==> src/rtl/plb_wr_arbiter_if.sv <==
// rtl/plb_wr_arbiter_if.sv - requester and PLB master signal bundle for the write arbiter
interface plb_wr_arbiter_if #(
    parameter int NUM_REQ = 2,
    parameter int ADDR_W  = 32,
    parameter int DATA_W  = 32
);
    logic [NUM_REQ-1:0]        req_wr_req;
    logic [NUM_REQ*ADDR_W-1:0] req_addr;
    logic [NUM_REQ*DATA_W-1:0] req_data;
    logic [NUM_REQ-1:0]        req_cmdack;
    logic [NUM_REQ-1:0]        req_cmplt;
    logic [NUM_REQ-1:0]        req_error;
    logic [NUM_REQ-1:0]        grant;
    logic                      IP2Bus_MstWr_Req;
    logic [ADDR_W-1:0]         IP2Bus_Mst_Addr;
    logic [DATA_W-1:0]         IP2Bus_MstWr_d;
    logic                      Bus2IP_Mst_CmdAck;
    logic                      Bus2IP_Mst_Cmplt;
    logic                      Bus2IP_Mst_Error;
    logic                      timeout_flag;

    modport master (
        input  req_wr_req, req_addr, req_data,
        input  Bus2IP_Mst_CmdAck, Bus2IP_Mst_Cmplt, Bus2IP_Mst_Error,
        output req_cmdack, req_cmplt, req_error, grant,
        output IP2Bus_MstWr_Req, IP2Bus_Mst_Addr, IP2Bus_MstWr_d, timeout_flag
    );

    modport slave (
        output req_wr_req, req_addr, req_data,
        output Bus2IP_Mst_CmdAck, Bus2IP_Mst_Cmplt, Bus2IP_Mst_Error,
        input  req_cmdack, req_cmplt, req_error, grant,
        input  IP2Bus_MstWr_Req, IP2Bus_Mst_Addr, IP2Bus_MstWr_d, timeout_flag
    );
endinterface

==> src/rtl/plb_wr_arbiter.sv <==
// rtl/plb_wr_arbiter.sv - round-robin arbiter sharing one PLB single-beat write master port
module plb_wr_arbiter #(
    parameter int NUM_REQ = 2,
    parameter int ADDR_W  = 32,
    parameter int DATA_W  = 32,
    parameter int TIMEOUT = 1024
) (
    input  logic             clk,
    input  logic             reset_n,
    plb_wr_arbiter_if.master bus
);
    localparam int IDX_W = (NUM_REQ > 1) ? $clog2(NUM_REQ) : 1;
    localparam int CNT_W = (TIMEOUT > 2) ? $clog2(TIMEOUT) : 1;

    typedef enum logic [1:0] {IDLE, REQ, WAIT_CMPLT, RELEASE} state_t;

    state_t             state;
    logic [NUM_REQ-1:0] grant_r;
    logic [IDX_W-1:0]   gidx;
    logic [IDX_W-1:0]   ptr;
    logic [IDX_W-1:0]   pick;
    logic [IDX_W-1:0]   cand;
    logic               found;
    logic [CNT_W-1:0]   cnt;
    logic               mst_req;
    logic               to_pulse;
    logic               to_flag;
    logic [ADDR_W-1:0]  addr_r;
    logic               active;
    logic               cmplt_fwd;
    logic               tmo_hit;

    // Search starts one past the last granted requester so every requester gets a turn.
    always_comb begin
        pick  = '0;
        cand  = '0;
        found = 1'b0;
        for (int k = 1; k <= NUM_REQ; k++) begin
            cand = IDX_W'((int'(ptr) + k) % NUM_REQ);
            if (!found && bus.req_wr_req[cand]) begin
                found = 1'b1;
                pick  = cand;
            end
        end
    end

    assign active    = (state == REQ) || (state == WAIT_CMPLT);
    assign cmplt_fwd = active && bus.Bus2IP_Mst_Cmplt;
    assign tmo_hit   = (TIMEOUT != 0) && (cnt == CNT_W'(TIMEOUT - 1));

    assign bus.grant            = grant_r;
    assign bus.req_cmdack       = ((state == REQ) && bus.Bus2IP_Mst_CmdAck) ? grant_r : '0;
    assign bus.req_cmplt        = (cmplt_fwd || to_pulse) ? grant_r : '0;
    assign bus.req_error        = ((cmplt_fwd && bus.Bus2IP_Mst_Error) || to_pulse) ? grant_r : '0;
    assign bus.IP2Bus_MstWr_Req = mst_req;
    assign bus.IP2Bus_Mst_Addr  = addr_r;
    assign bus.timeout_flag     = to_flag;

    always_comb begin
        bus.IP2Bus_MstWr_d = '0;
        if (|grant_r)
            bus.IP2Bus_MstWr_d = bus.req_data[gidx*DATA_W +: DATA_W];
    end

    always_ff @(posedge clk or negedge reset_n) begin
        if (!reset_n) begin
            state    <= IDLE;
            grant_r  <= '0;
            gidx     <= '0;
            ptr      <= IDX_W'(NUM_REQ - 1);
            cnt      <= '0;
            mst_req  <= 1'b0;
            to_pulse <= 1'b0;
            to_flag  <= 1'b0;
            addr_r   <= '0;
        end else begin
            to_pulse <= 1'b0;
            case (state)
                IDLE: begin
                    if (found) begin
                        grant_r <= NUM_REQ'(1) << pick;
                        gidx    <= pick;
                        addr_r  <= bus.req_addr[pick*ADDR_W +: ADDR_W];
                        cnt     <= '0;
                        mst_req <= 1'b1;
                        state   <= REQ;
                    end
                end
                REQ, WAIT_CMPLT: begin
                    cnt <= cnt + 1'b1;
                    // A completion on the timeout cycle is treated as a normal finish.
                    if (bus.Bus2IP_Mst_Cmplt) begin
                        mst_req <= 1'b0;
                        state   <= RELEASE;
                    end else if (tmo_hit) begin
                        mst_req  <= 1'b0;
                        to_pulse <= 1'b1;
                        to_flag  <= 1'b1;
                        state    <= RELEASE;
                    end else if ((state == REQ) && bus.Bus2IP_Mst_CmdAck) begin
                        mst_req <= 1'b0;
                        state   <= WAIT_CMPLT;
                    end
                end
                RELEASE: begin
                    grant_r <= '0;
                    ptr     <= gidx;
                    state   <= IDLE;
                end
                default: state <= IDLE;
            endcase
        end
    end
endmodule

==> src/flat_wrapper.sv <==
// flat-port wrapper written by rule: the top's interface ports become plain ports
module plb_wr_arbiter_flat 
#(
    parameter int NUM_REQ = 2,
    parameter int ADDR_W  = 32,
    parameter int DATA_W  = 32,
    parameter int TIMEOUT = 1024
)
  (clk, reset_n, bus_req_wr_req, bus_req_addr, bus_req_data, bus_Bus2IP_Mst_CmdAck, bus_Bus2IP_Mst_Cmplt, bus_Bus2IP_Mst_Error, bus_req_cmdack, bus_req_cmplt, bus_req_error, bus_grant, bus_IP2Bus_MstWr_Req, bus_IP2Bus_Mst_Addr, bus_IP2Bus_MstWr_d, bus_timeout_flag);
  plb_wr_arbiter_if #(.NUM_REQ(NUM_REQ), .ADDR_W(ADDR_W), .DATA_W(DATA_W)) bus_i ();
  input  logic clk;
  input  logic reset_n;
  input wire logic [$bits(bus_i.req_wr_req)-1:0] bus_req_wr_req;
  input wire logic [$bits(bus_i.req_addr)-1:0] bus_req_addr;
  input wire logic [$bits(bus_i.req_data)-1:0] bus_req_data;
  input wire logic [$bits(bus_i.Bus2IP_Mst_CmdAck)-1:0] bus_Bus2IP_Mst_CmdAck;
  input wire logic [$bits(bus_i.Bus2IP_Mst_Cmplt)-1:0] bus_Bus2IP_Mst_Cmplt;
  input wire logic [$bits(bus_i.Bus2IP_Mst_Error)-1:0] bus_Bus2IP_Mst_Error;
  output wire logic [$bits(bus_i.req_cmdack)-1:0] bus_req_cmdack;
  output wire logic [$bits(bus_i.req_cmplt)-1:0] bus_req_cmplt;
  output wire logic [$bits(bus_i.req_error)-1:0] bus_req_error;
  output wire logic [$bits(bus_i.grant)-1:0] bus_grant;
  output wire logic [$bits(bus_i.IP2Bus_MstWr_Req)-1:0] bus_IP2Bus_MstWr_Req;
  output wire logic [$bits(bus_i.IP2Bus_Mst_Addr)-1:0] bus_IP2Bus_Mst_Addr;
  output wire logic [$bits(bus_i.IP2Bus_MstWr_d)-1:0] bus_IP2Bus_MstWr_d;
  output wire logic [$bits(bus_i.timeout_flag)-1:0] bus_timeout_flag;
  assign bus_i.req_wr_req = bus_req_wr_req;
  assign bus_i.req_addr = bus_req_addr;
  assign bus_i.req_data = bus_req_data;
  assign bus_i.Bus2IP_Mst_CmdAck = bus_Bus2IP_Mst_CmdAck;
  assign bus_i.Bus2IP_Mst_Cmplt = bus_Bus2IP_Mst_Cmplt;
  assign bus_i.Bus2IP_Mst_Error = bus_Bus2IP_Mst_Error;
  assign bus_req_cmdack = bus_i.req_cmdack;
  assign bus_req_cmplt = bus_i.req_cmplt;
  assign bus_req_error = bus_i.req_error;
  assign bus_grant = bus_i.grant;
  assign bus_IP2Bus_MstWr_Req = bus_i.IP2Bus_MstWr_Req;
  assign bus_IP2Bus_Mst_Addr = bus_i.IP2Bus_Mst_Addr;
  assign bus_IP2Bus_MstWr_d = bus_i.IP2Bus_MstWr_d;
  assign bus_timeout_flag = bus_i.timeout_flag;
  plb_wr_arbiter #(.NUM_REQ(NUM_REQ), .ADDR_W(ADDR_W), .DATA_W(DATA_W), .TIMEOUT(TIMEOUT)) u_core (.clk(clk), .reset_n(reset_n), .bus(bus_i));
endmodule
==> config.mk <==
export PLATFORM = sky130hd
export DESIGN_NAME = plb_wr_arbiter_flat
export DESIGN_NICKNAME = d
export VERILOG_FILES = /design/src/rtl/plb_wr_arbiter_if.sv /design/src/rtl/plb_wr_arbiter.sv /design/src/flat_wrapper.sv
export SDC_FILE = /design/constraint.sdc
export NUM_CORES = 1
export LEC_CHECK = 0
export BUFFER_PORTS_ARGS = -buffer_cell sky130_fd_sc_hd__buf_2
export CELL_PAD_IN_SITES_DETAIL_PLACEMENT = 1
export CELL_PAD_IN_SITES_GLOBAL_PLACEMENT = 1
export CORE_MARGIN = 2
export CORE_UTILIZATION = 31
export CTS_CLUSTER_DIAMETER = 60
export DETAILED_ROUTE_END_ITERATION = 10
export PLACE_DENSITY_LB_ADDON = 0.12
export SLEW_MARGIN = 20
export SYNTH_ARGS = -nofsm -noshare
export SYNTH_HDL_FRONTEND = slang
export SYNTH_SLANG_ARGS = --single-unit
export TNS_END_PERCENT = 20
==> constraint.sdc <==
create_clock -name clk -period 4.4 [get_ports clk]
set_input_delay 0.22 -clock clk [delete_from_list [all_inputs] [get_ports clk]]
set_output_delay 0.22 -clock clk [all_outputs]
set_load 0.01 [all_outputs]
==> impl_metrics.env <==
export IMPL_status="completed"
export IMPL_cts_resized=0
export IMPL_crit_path_end="u_core.cnt[9]$_DFFE_PN0P_"
export IMPL_final_nets=653
export IMPL_routed_wl_um=9750
export IMPL_synth_top_family_by_area="multiplexers"
export IMPL_cts_htree_levels=2
export IMPL_start_kind="flop"
export IMPL_fillers=1171
export IMPL_setup_viol=0
export IMPL_r2r_cells=6
export IMPL_post_cts_repair_setup_buffers=0
export IMPL_syn_nets=456
export IMPL_vias=3046
export IMPL_clock_sinks=51
export IMPL_drtIter0Drc=70
export IMPL_viasPerCell=4.73
export IMPL_postCtsHoldBufs=0
export IMPL_grt_use_total_pct=17.8
export IMPL_postLayoutCellArea_um2=4220
export IMPL_final_hold_violation_count=0
export IMPL_endpoint_kind="flop"
export IMPL_synth_top_cell_area_share_pct=42.4
export IMPL_wire_per_inst_um=15.1
export IMPL_fmax_mhz=446
export IMPL_ys_types=38
export IMPL_critPathLaunch="u_core.state[0]$_DFFE_PN0P_"
export IMPL_synth_seq_cells=51
export IMPL_numCtsBuffers=5
export IMPL_dr_pass1_iters=4
export IMPL_ys_warn_count=0
export IMPL_die_w_um=102
export IMPL_slew_headroom_pct=36.8
export IMPL_synthCells=317
export IMPL_ant_nets=0
export IMPL_n_antenna_cell=0
export IMPL_crit_arrival_ns=2.47
export IMPL_fp_row_count=35
export IMPL_skew_ns=0.00811
export IMPL_clk_latency_ns=0.30
export IMPL_grt_max_degree=52
export IMPL_synth_edff_count=0
export IMPL_area_delta_synth_final_pct=43.1
export IMPL_period_share_pct=51.0
export IMPL_synth_compound_area_share_pct=10.7
export IMPL_ios=209
export IMPL_timing_rr_end="u_core.cnt[9]$_DFFE_PN0P_"
export IMPL_async_flop_share_pct=100
export IMPL_r2r_start="u_core.state[0]$_DFFE_PN0P_"
export IMPL_vdd_drop_max_uv=198
export IMPL_fp_dieH_um=102
export IMPL_synthMuxAreaShare_pct=22.5
export IMPL_drv_cap=0
export IMPL_hp_class="input pin to async pin"
export IMPL_overflow=0
export IMPL_cts_root_buf="clkbuf_8"
export IMPL_rsz0062_at_grt="no"
export IMPL_dpl_cell_area_um2=4110
export IMPL_clock_path_buffers=2
export IMPL_cts_tree="yes"
export IMPL_layout_drive_gt1_share_pct=44.1
export IMPL_die_area_um2=10300
export IMPL_yosysSeqAreaShare_pct=43.3
export IMPL_port_buffers=208
export IMPL_avgSynthCellArea_um2=9.30
export IMPL_path_clk_slew_ns=0.09
export IMPL_synthAdderAreaFrac_pct=1.70
export IMPL_start_util_pct=31.9
export IMPL_grt_pass1_vias=2881
export IMPL_fin_setup_tns_ns=0
export IMPL_powerDensity_nw_per_um2=595
export IMPL_gp_congestion=0.775
export IMPL_drc_errors=0
export IMPL_core_area_um2=9240
export IMPL_grt_pass1_wl_um=14400
export IMPL_criticalPathCategory="flop to flop"
export IMPL_maxSlewViolCount=0
export IMPL_reg2reg_slack_ns=2.16
export IMPL_synth_xor_area_share_pct=1.49
export IMPL_syn_area_um2=2950
export IMPL_fin_crit_ns=2.24
export IMPL_antenna_found_initial=0
export IMPL_ys_flop_type="dfrtp_1"
export IMPL_path_max_fanout=10
export IMPL_leakagePower_nw=2.32
export IMPL_cp_required_ns=4.63
export IMPL_synth_simple_gate_area_share_pct=16.5
export IMPL_synth_largest_area_cell="dfrtp_1"
export IMPL_tightest_slew_ns=0.949
export IMPL_hpwl_um=7800
export IMPL_synth_area_leaders="dfrtp_1 42%, mux2i_1 22%, o21ai_0 6.5%"
==> state kept, by name, summed over array words and instances (netlist names) <==
register and cells:
u_core.bus.timeout_flag 1, u_core.ptr 1, u_core.state 2, u_core.to_pulse 1, u_core.gidx 1, u_core.bus.grant 2
u_core.bus.IP2Bus_MstWr_Req 1, u_core.bus.IP2Bus_Mst_Addr 32, u_core.cnt 10
==> cells by family after synthesis <==
group / Yosys count
multiplexers: 66
XOR/XNOR: 5
buffers and inverters: 25
AO/OA/AOI/OAI: 57
flip-flops: 51
adder cells (fa/ha/maj): 4
AND/OR/NAND/NOR: 109
==> layer usage <==
| metal | global-route usage (%) | wire [um] | share of wire, % |
|---|---|---|---|
| met1 | 20.7 | 3820 | 39 |
| met2 | 32.2 | 4980 | 51 |
| met3 | 4.90 | 874 | 9.0 |
| met4 | 4.47 | 76 | 0.78 |
| met5 | 0 | 0 | 0 |
==> cell type report <==
cell class	instances	area (um^2)	area share, %
Clock buffer	7	76.3	1.81
Clock inverter	1	30.0	0.712
Inverter	4	15.0	0.356
Multi-Input combinational cell	241	1590	37.8
Sequential cell	51	1280	30.3
Tap cell	129	161	3.83
Timing Repair Buffer	211	1060	25.2
==> synthesized netlist by cell type, types with 2 or more instances <==
cell type	count
a21oi_1	9
a22o_1	2
a31oi_1	2
and3_1	2
and4_1	2
buf_2	8
clkbuf_1	12
dfrtp_1	50
ha_1	4
inv_1	4
mux2i_1	65
nand2_1	40
nand3_1	6
nand4_1	2
nor2_1	42
nor2b_1	4
nor3_1	2
o21ai_0	38
xnor2_1	3
xor2_1	2
==> report_power, final <==
part / switching (W) / leakage (nW) / internal, W
combinational: 0.000737 / 1.62 / 0.000574
sequential: 0.000211 / 0.645 / 0.000669
clock: 0.000149 / 0.0524 / 0.000170
==> placed cells by master (no fill, tap or decap), drive strengths merged, types with 2 or more instances in the layout <==
cell type	n
buf	211
mux2i	65
dfrtp	50
nor2	42
nand2	40
o21ai	38
a21oi	9
clkbuf	7
nand3	6
inv	4
nor2b	4
ha	4
xnor2	3
and3	2
a31oi	2
and4	2
nand4	2
xor2	2
nor3	2
a22o	2
==> per-stage QoR <==
stage                     cells  worst slack [ns]  total power, W  utilization [%]  hold slack, ns
after global placement      636              1.89         0.00217             44.4           0.375
after floorplan             317              2.45         0.00166                -         -0.0756
after global routing        644              2.07         0.00274             45.7          0.0555
after CTS                   644              2.19         0.00256             45.7          0.0512
final                       644              2.16         0.00251             45.7          0.0181
after detailed placement    636              2.21         0.00223             44.5           0.393
==> worst max-delay path, stage by stage, from the launching register on <==
cell,delay (ns)
dfrtp_1,0.39
inv_1,0.07
ha_1,0.52
nor2_1,0.17
or4_4,0.55
or3_1,0.32
a21oi_1,0.14
==> how the worst min path moves through the flow <==
stage | endpoint | cells after the start
floorplan | u_core.bus.IP2Bus_MstWr_Req$_DFFE_PN0P_ | 0
global placement | u_core.bus.IP2Bus_Mst_Addr[12]$_DFFE_PN0P_ | 2
detailed placement | u_core.bus.IP2Bus_Mst_Addr[12]$_DFFE_PN0P_ | 2
CTS | u_core.bus.IP2Bus_Mst_Addr[12]$_DFFE_PN0P_ | 2
global route | u_core.bus.IP2Bus_Mst_Addr[12]$_DFFE_PN0P_ | 2
finish | u_core.bus.IP2Bus_Mst_Addr[12]$_DFFE_PN0P_ | 2
(Power assumes the default switching activity.)
